## config.mk

```make
export PLATFORM = sky130hd
export DESIGN_NAME = hex_seg_p2s
export DESIGN_NICKNAME = d
export VERILOG_FILES = /design/src/rtl/hex_seg_p2s.sv
export SDC_FILE = /design/constraint.sdc
export NUM_CORES = 1
export LEC_CHECK = 0
export CORE_AREA = 8 8 121 123
export DETAILED_ROUTE_END_ITERATION = 10
export DIE_AREA = 0 0 129 131
export PLACE_DENSITY = 0.7
export SLEW_MARGIN = 10
export SYNTH_ARGS = -nofsm -noshare
export SYNTH_HDL_FRONTEND = slang
export SYNTH_SLANG_ARGS = --single-unit
export TNS_END_PERCENT = 10
```

## constraint.sdc

```tcl
create_clock -name clk -period 4.5 [get_ports clk]
set_input_delay 0.9 -clock clk [delete_from_list [all_inputs] [get_ports clk]]
set_output_delay 0.9 -clock clk [all_outputs]
set_load 0.01 [all_outputs]
```

## src/rtl/hex_seg_p2s.sv

```systemverilog
// Hex-to-7-segment encoder feeding a 64-bit MSB-first serial shifter for an external register chain.
// Start edge to done: 1 + 2*DIV*64 cycles; start is ignored while busy, no input backpressure otherwise.
module hex_seg_p2s #(
   parameter int DIV   = 2,
   parameter int NBITS = 64
) (
   input  logic        clk,
   input  logic        rst,
   input  logic        start,
   input  logic [31:0] hex_data,
   input  logic [7:0]  point,
   input  logic [7:0]  le,
   output logic        busy,
   output logic        done,
   output logic        sclk,
   output logic        sdat,
   output logic        slatch
);

   typedef enum logic [1:0] {S_IDLE, S_SHIFT, S_DONE} state_t;

   state_t             state_q, state_d;
   logic [NBITS-1:0]   frame_q, frame_d;
   logic [NBITS-1:0]   enc_frame;
   logic [5:0]         bit_q, bit_d;
   logic [7:0]         div_q, div_d;
   logic               sclk_q, sclk_d;
   logic               sdat_q, sdat_d;
   logic               busy_q, busy_d;
   logic               done_q, done_d;
   logic               slatch_q, slatch_d;

   function automatic logic [6:0] seg7(input logic [3:0] nib);
      logic [6:0] s;
      s = 7'h00;
      case (nib)
         4'h0: s = 7'h3F;  4'h1: s = 7'h06;  4'h2: s = 7'h5B;  4'h3: s = 7'h4F;
         4'h4: s = 7'h66;  4'h5: s = 7'h6D;  4'h6: s = 7'h7D;  4'h7: s = 7'h07;
         4'h8: s = 7'h7F;  4'h9: s = 7'h6F;  4'hA: s = 7'h77;  4'hB: s = 7'h7C;
         4'hC: s = 7'h39;  4'hD: s = 7'h5E;  4'hE: s = 7'h79;  4'hF: s = 7'h71;
         default: s = 7'h00;
      endcase
      return s;
   endfunction

   // Active-low digit bytes; a disabled digit is fully dark, dp included.
   always_comb begin
      enc_frame = '0;
      for (int k = 0; k < 8; k++) begin
         enc_frame[8*k +: 8] = le[k] ? ~{point[k], seg7(hex_data[4*k +: 4])} : 8'hFF;
      end
   end

   always_comb begin
      state_d  = state_q;
      frame_d  = frame_q;
      bit_d    = bit_q;
      div_d    = div_q;
      sclk_d   = sclk_q;
      sdat_d   = sdat_q;
      busy_d   = busy_q;
      done_d   = 1'b0;
      slatch_d = 1'b0;
      case (state_q)
         S_IDLE: begin
            busy_d = 1'b0;
            sclk_d = 1'b0;
            sdat_d = 1'b0;
            if (start) begin
               frame_d = enc_frame;
               sdat_d  = enc_frame[NBITS-1];
               busy_d  = 1'b1;
               bit_d   = '0;
               div_d   = '0;
               state_d = S_SHIFT;
            end
         end
         S_SHIFT: begin
            if (div_q == 8'(DIV - 1)) begin
               div_d  = '0;
               sclk_d = ~sclk_q;
               // Falling edge: either advance to the next bit or close the frame.
               if (sclk_q) begin
                  if (bit_q == 6'(NBITS - 1)) begin
                     sclk_d   = 1'b0;
                     sdat_d   = 1'b0;
                     done_d   = 1'b1;
                     slatch_d = 1'b1;
                     state_d  = S_DONE;
                  end else begin
                     frame_d = {frame_q[NBITS-2:0], 1'b0};
                     sdat_d  = frame_q[NBITS-2];
                     bit_d   = bit_q + 6'd1;
                  end
               end
            end else begin
               div_d = div_q + 8'd1;
            end
         end
         S_DONE: begin
            busy_d  = 1'b0;
            sdat_d  = 1'b0;
            state_d = S_IDLE;
         end
         default: begin
            state_d = S_IDLE;
            busy_d  = 1'b0;
         end
      endcase
   end

   always_ff @(posedge clk) begin
      if (rst) begin
         state_q  <= S_IDLE;
         frame_q  <= '0;
         bit_q    <= '0;
         div_q    <= '0;
         sclk_q   <= 1'b0;
         sdat_q   <= 1'b0;
         busy_q   <= 1'b0;
         done_q   <= 1'b0;
         slatch_q <= 1'b0;
      end else begin
         state_q  <= state_d;
         frame_q  <= frame_d;
         bit_q    <= bit_d;
         div_q    <= div_d;
         sclk_q   <= sclk_d;
         sdat_q   <= sdat_d;
         busy_q   <= busy_d;
         done_q   <= done_d;
         slatch_q <= slatch_d;
      end
   end

   assign busy   = busy_q;
   assign done   = done_q;
   assign sclk   = sclk_q;
   assign sdat   = sdat_q;
   assign slatch = slatch_q;

endmodule
```

==> run_results.csv, run 1 <==
group,metric,value,unit
final_layout,area_delta_synth_final,14.5,%
cts,cts_resized,0,
drt,drt_pass1_iterations,5,
synth,async_flop_share,0,
sta,fin_hold_ws,461,ps
worst_setup_path,endpoint_kind,"register",
die,core_area,0.0129,mm2
job,drv_cap,0,
worst_setup_path,critical_path_required,4720,ps
worst_setup_path,path_max_fanout,37,
die,dieHeight,131,um
final_layout,instances_no_fill,945,
outcome,outcome,"completed",
drt,ant_nets,0,
worst_setup_path,crit_type,"register to register",
power_and_ir_drop,power,0.00214,W
global_route,grt_pass1_wl,26200,um
die,die-area,0.0169,mm2
sta,tightest_slew,1060,ps
global_route,antenna_found_initial,0,
synth,ys_types,67,
cts,ctsLongestPathBuffers,2,
placed_design,io_buffers,55,
sta,setup_viol,0,
global_route,grt_util_all_layers,0.185,
cts,clock_latency,330,ps
cts,clock_sinks,83,
placed_design,dp_hpwl,10800,um
sta,maxSlewViolCount,0,
cts,ctsHtreeMaxLevel,3,
drt,wirelength,15600,um
synth,synth-seq-cells,83,
cts,root_buffer,"clkbuf_16",
sta,post-route-min-period,2910,ps
synth,synthesis.area,0.00620,mm2
global_route,first_global_vias,5495,
drt,wl_per_cell,16.5,um
cts,hold_buffers,0,
sta,max_freq,343,MHz
cts,cts_inserted_buffers,9,
sta,hold_viol,0,
final_layout,drive_above_1_share,0.0702,
synth,yosys_warnings,0,
synth,synthesis.nets,857,
synth,syn_avg_cell_area,8.24,um2
power_and_ir_drop,power_density,302,mW/mm2
cts,clk_pin_slew,60,ps
drt,post-route-drc-count,0,
global_route,grt_max_degree,58,
global_route,grt_overflow,0,
synth,ys_seq_area_frac,0.268,
drt,via_count,5759,
synth,postSynthCellCount,752,
synth,synth_edf_count,0,
cts,cts_setup_buffers,0,
worst_setup_path,startpoint_type,"register",
die,fp.dieW,129,um
die,initial_core_util,0.481,
placed_design,dp_cells,930,
die,io_pins,56,
synth,synthFlopType,"dfxtp_1",
final_layout,n_antenna_cell,0,
power_and_ir_drop,cellLeakagePower,2.61,nW
die,row_count,42,
sta,fin_setup_tns,0,ps
min_path,min_path_type,"register to register",
sta,grt_setup_unrepaired,"no",
drt,drt-initial-drc-count,494,
sta,slew_headroom,0.291,
sta,skew,4.46,ps
worst_setup_path,arrival,3130,ps
drt,avgViaCountPerCell,6.09,
power_and_ir_drop,ir_drop,0.227,mV
placed_design,gp_congestion,0.849,
final_layout,layout.nets,870,
cts,tritoncts,"built",
sta,post-route-period-util,0.647,
worst paths after layout:
kind | end | cells after the start | slack [ps] | start
worst max-delay path | frame_q[23] | 5 | 1590 | bit_q[0]
worst min-delay path | frame_q[47] | 2 | 460 | frame_q[47]
worst max register to register | frame_q[23] | 5 | 1590 | bit_q[0]
worst min register to register | frame_q[47] | 2 | 460 | frame_q[47]
final cells by class:
class | instances | area (um2)
Clock buffer | 13 | 260
Timing Repair Buffer | 64 | 613
Sequential cell | 83 | 1660
Fill cell | 1144 | 5780
Inverter | 43 | 161
Multi-Input combinational cell | 564 | 4150
Clock inverter | 2 | 35.0
Tap cell | 176 | 220
sequential cells by signal, indices dropped and copies added, names as in the netlist:
| name | cells |
|---|---|
| sdat | 1 |
| div_q | 8 |
| frame_q | 63 |
| sclk | 1 |
| busy | 1 |
| bit_q | 6 |
| state_q | 2 |
| slatch | 1 |
logic make-up (layout without fill, tap and decap cells):
family	Yosys count	in the layout	synth area share
mux	31	31	0.0559
simple gates	211	211	0.192
xor+xnor	6	6	0.00848
flops	83	83	0.268
fa+ha+maj	54	54	0.109
buf+inv	105	122	0.0668
compound gates	262	262	0.299
placed cells by master, fill, tap and decap left out, types with 7 or more instances in the layout:
master,netlist,routed
nand2b_1,34,34
mux2i_1,14,14
nand4_1,8,8
nor2b_1,33,33
o211ai_1,41,41
a31oi_1,11,11
o221ai_1,14,14
ha_1,54,53
o2111ai_1,25,25
a221o_1,7,7
clkdlybuf4s50_1,0,54
inv_1,42,42
mux2_2,15,15
dfxtp_1,83,83
nor3_1,8,8
buf_4,2,9
nand3_1,10,10
or4_1,13,13
nand2_1,45,45
a221oi_1,11,11
nor2_1,33,33
clkbuf_16,0,9
a211oi_1,9,9
o21ai_0,63,63
a21oi_1,35,35
worst max-delay path, cell delays in order, from the launching register on:
cell and delay, ps:
dfxtp_1 380, ha_1 240, nand3_1 250, o211a_1 560, o21ai_4 940, mux2_2 420
cell usage after synthesis, types with 3 or more instances:
| cell type | number | area [um2] |
|---|---|---|
| a2111oi_0 | 6 | 52.6 |
| a211o_1 | 4 | 35.0 |
| a211oi_1 | 9 | 67.6 |
| a21oi_1 | 35 | 175 |
| a221o_1 | 7 | 70.1 |
| a221oi_1 | 11 | 96.3 |
| a31oi_1 | 11 | 68.8 |
| a32oi_1 | 3 | 26.3 |
| and3_1 | 3 | 18.8 |
| buf_1 | 3 | 11.3 |
| buf_2 | 4 | 20.0 |
| clkbuf_1 | 52 | 195 |
| dfxtp_1 | 83 | 1660 |
| ha_1 | 54 | 676 |
| inv_1 | 42 | 158 |
| mux2_2 | 15 | 169 |
| mux2i_1 | 14 | 140 |
| nand2_1 | 45 | 169 |
| nand2b_1 | 34 | 213 |
| nand3_1 | 10 | 50.1 |
| nand3b_1 | 3 | 22.5 |
| nand4_1 | 8 | 50.1 |
| nor2_1 | 33 | 124 |
| nor2b_1 | 33 | 206 |
| nor3_1 | 8 | 40.0 |
| o2111ai_1 | 25 | 219 |
| o211ai_1 | 41 | 308 |
| o21ai_0 | 63 | 315 |
| o221ai_1 | 14 | 123 |
| o311ai_0 | 4 | 35.0 |
| o31ai_1 | 4 | 30.0 |
| o32ai_1 | 3 | 26.3 |
| o41ai_1 | 5 | 43.8 |
| or3_1 | 5 | 31.3 |
| or4_1 | 13 | 97.6 |
| xor2_1 | 5 | 43.8 |
through the flow:
step / setup WS (ps) / util / cell area, um2
5_1_grt: 1340 / 0.551 / 7100
4_1_cts: 1610 / 0.551 / 7100
2_1_floorplan: 2370 / - / 6200
6_report: 1590 / 0.551 / 7100
3_3_place_gp: 1500 / 0.528 / 6800
3_5_place_dp: 1460 / 0.528 / 6800
per-layer routing:
metal | track usage | share of wire | vias up
met5 | 0 | 0 | -
met4 | 0.0498 | 0.0088 | 0
met3 | 0.0272 | 0.037 | 11
met2 | 0.318 | 0.49 | 117
met1 | 0.236 | 0.46 | 2777
li1 | - | - | 2854
report_power, final:
part | switching, W | internal (W)
sequential | 0.0000405 | 0.000814
clock | 0.000276 | 0.000457
combinational | 0.000325 | 0.000230
total | 0.000642 | 0.00150
(Power assumes the default switching activity.)
==> inputs of run 2 (changes only) <==
==> constraint.sdc (replaced) <==
create_clock -name clk -period 3 [get_ports clk]
set_input_delay 0.6 -clock clk [delete_from_list [all_inputs] [get_ports clk]]
set_output_delay 0.6 -clock clk [all_outputs]
set_load 0.01 [all_outputs]
==> run 2 against run 1 <==
Fmax rose by 15%. Worst setup slack got worse by 1100 ps. Clock power rose by 38%. Register-to-register slack got worse by 1100 ps. Final cell count rose by 1.1%. Via count rose by 0.69%. Largest power group unchanged. Die area did not move. First-iteration DRC count rose by 11%. Non-clock buffer count rose by 10. Critical endpoint is now frame_q[6]. Cell area rose by 0.58%. Critical path depth rose by 1. Utilization rose by 0.32 points.
==> run_results.csv, run 2 (synthesized netlist as in run 1, its figures left out) <==
group,metric,value,unit
outcome,outcome,"completed",
final_layout,layout_commonest_cell,"dfxtp_1",
final_layout,largest_register_ffs,63,
die,dieHeight,131,um
cts,tritoncts,"built",
cts,root_buffer,"clkbuf_16",
drt,via_count,5799,
placed_design,io_buffers,55,
global_route,grt_overflow,0,
placed_design,dp_hpwl,11200,um
worst_setup_path,endpoint_kind,"register",
worst_setup_path,arrival,2780,ps
final_layout,mostFrequentLayoutCells,"dfxtp_1 (83), o21ai_0 (63), clkdlybuf4s50_1 (54), ha_1 (53), nand2_1 (45)",
power_and_ir_drop,ir_drop,0.281,mV
cts,clock_sinks,83,
global_route,antenna_found_initial,0,
sta,slew_headroom,0.379,
worst_setup_path,startpoint_type,"register",
sta,fin_setup_tns,0,ps
worst_setup_path,r2r-start,"bit_q[0]",
final_layout,area_delta_synth_final,15.2,%
cts,cts_setup_buffers,0,
global_route,grt_pass1_wl,26400,um
sta,post-route-period-util,0.842,
drt,wl_per_cell,16.5,um
worst_setup_path,critical_path_required,3250,ps
drt,drt-initial-drc-count,550,
final_layout,n_antenna_cell,0,
min_path,min_path_type,"register to register",
worst_setup_path,crit_path_start,"bit_q[0]",
global_route,grt_util_all_layers,0.188,
die,core_area,0.0129,mm2
cts,clk_pin_slew,60,ps
final_layout,instances_no_fill,955,
drt,avgViaCountPerCell,6.07,
die,die-area,0.0169,mm2
placed_design,dp_cells,940,
die,fp.dieW,129,um
final_layout,layout.nets,880,
drt,drt_pass1_iterations,5,
worst_setup_path,crit_type,"register to register",
cts,hold_buffers,0,
final_layout,num-fill-cells,1168,
min_path,hold_path_depth,2,
global_route,grt_max_degree,45,
final_layout,utilization,0.554,
sta,post-route-min-period,2530,ps
die,row_count,42,
sta,hold_viol,0,
cts,cts_inserted_buffers,9,
final_layout,largestRegisters,"frame_q: 63 flops, div_q: 8 flops, bit_q: 6 flops",
worst_setup_path,ff2ff_setup_slack,470,ps
worst_setup_path,r2r_end,"frame_q[6]",
sta,grt_setup_unrepaired,"no",
worst_setup_path,r2r_cells,6,
cts,clock_latency,330,ps
sta,skew,5.28,ps
sta,max_freq,396,MHz
drt,wirelength,15800,um
die,io_pins,56,
sta,maxSlewViolCount,0,
global_route,first_global_vias,5572,
sta,setup_viol,0,
power_and_ir_drop,power_density,439,mW/mm2
worst_setup_path,worstSetupEndpoint,"frame_q[6]",
cts,cts_resized,0,
sta,tightest_slew,931,ps
final_layout,regMostFlops,"frame_q",
drt,ant_nets,0,
die,initial_core_util,0.481,
cts,ctsHtreeMaxLevel,3,
job,drv_cap,0,
drt,post-route-drc-count,0,
power_and_ir_drop,cellLeakagePower,2.64,nW
final_layout,drive_above_1_share,0.0822,
placed_design,gp_congestion,0.870,
worst_setup_path,path_max_fanout,29,
cts,ctsLongestPathBuffers,2,
[run 2: through the flow]
step,power (W),area (um2),setup WS [ps],hold slack (ps)
2_1_floorplan,0.00187,6200,1060,433
3_3_place_gp,0.00212,6880,487,446
3_5_place_dp,0.00214,6880,423,460
4_1_cts,0.00315,7140,453,466
5_1_grt,0.00330,7140,271,481
6_report,0.00314,7140,474,469
[run 2: layout make-up]
type                       instances  area (um2)  share of cell area
clock buffer                      12         246              0.0345
sequential                        83        1660               0.233
timing repair buffer              74         688              0.0964
clock inverter                     3        15.0             0.00210
inverter                          43         161              0.0226
tap                              176         220              0.0309
multi-input combinational        564        4150               0.581
[run 2: worst max-delay path: stages, from the launching register on]
cell and delay [ps]:
dfxtp_1 400, ha_1 240, nand3_1 260, o31ai_4 860, buf_4 370, o21ai_0 110, a21oi_1 180
[run 2: how the worst min path moves through the flow]
| stage | startpoint | to | slack, ps |
|---|---|---|---|
| 2_1_floorplan | frame_q[4] | frame_q[4] | 430 |
| 3_3_place_gp | frame_q[4] | frame_q[4] | 450 |
| 3_5_place_dp | frame_q[55] | frame_q[55] | 460 |
| 6_report | frame_q[47] | frame_q[47] | 470 |
| 5_1_grt | frame_q[55] | frame_q[55] | 480 |
| 4_1_cts | frame_q[55] | frame_q[55] | 470 |
[run 2: power by group]
group          internal [W]  switching (W)
combinational      0.000358       0.000491
sequential          0.00122      0.0000592
clock              0.000575       0.000433
[run 2: layer usage]
metal,vias to the layer above,wire length (um),GRT usage
met2,137,7600,0.327
li1,2887,-,-
met1,2760,7330,0.236
met5,-,0,0
met3,15,648,0.0288
met4,0,203,0.0546
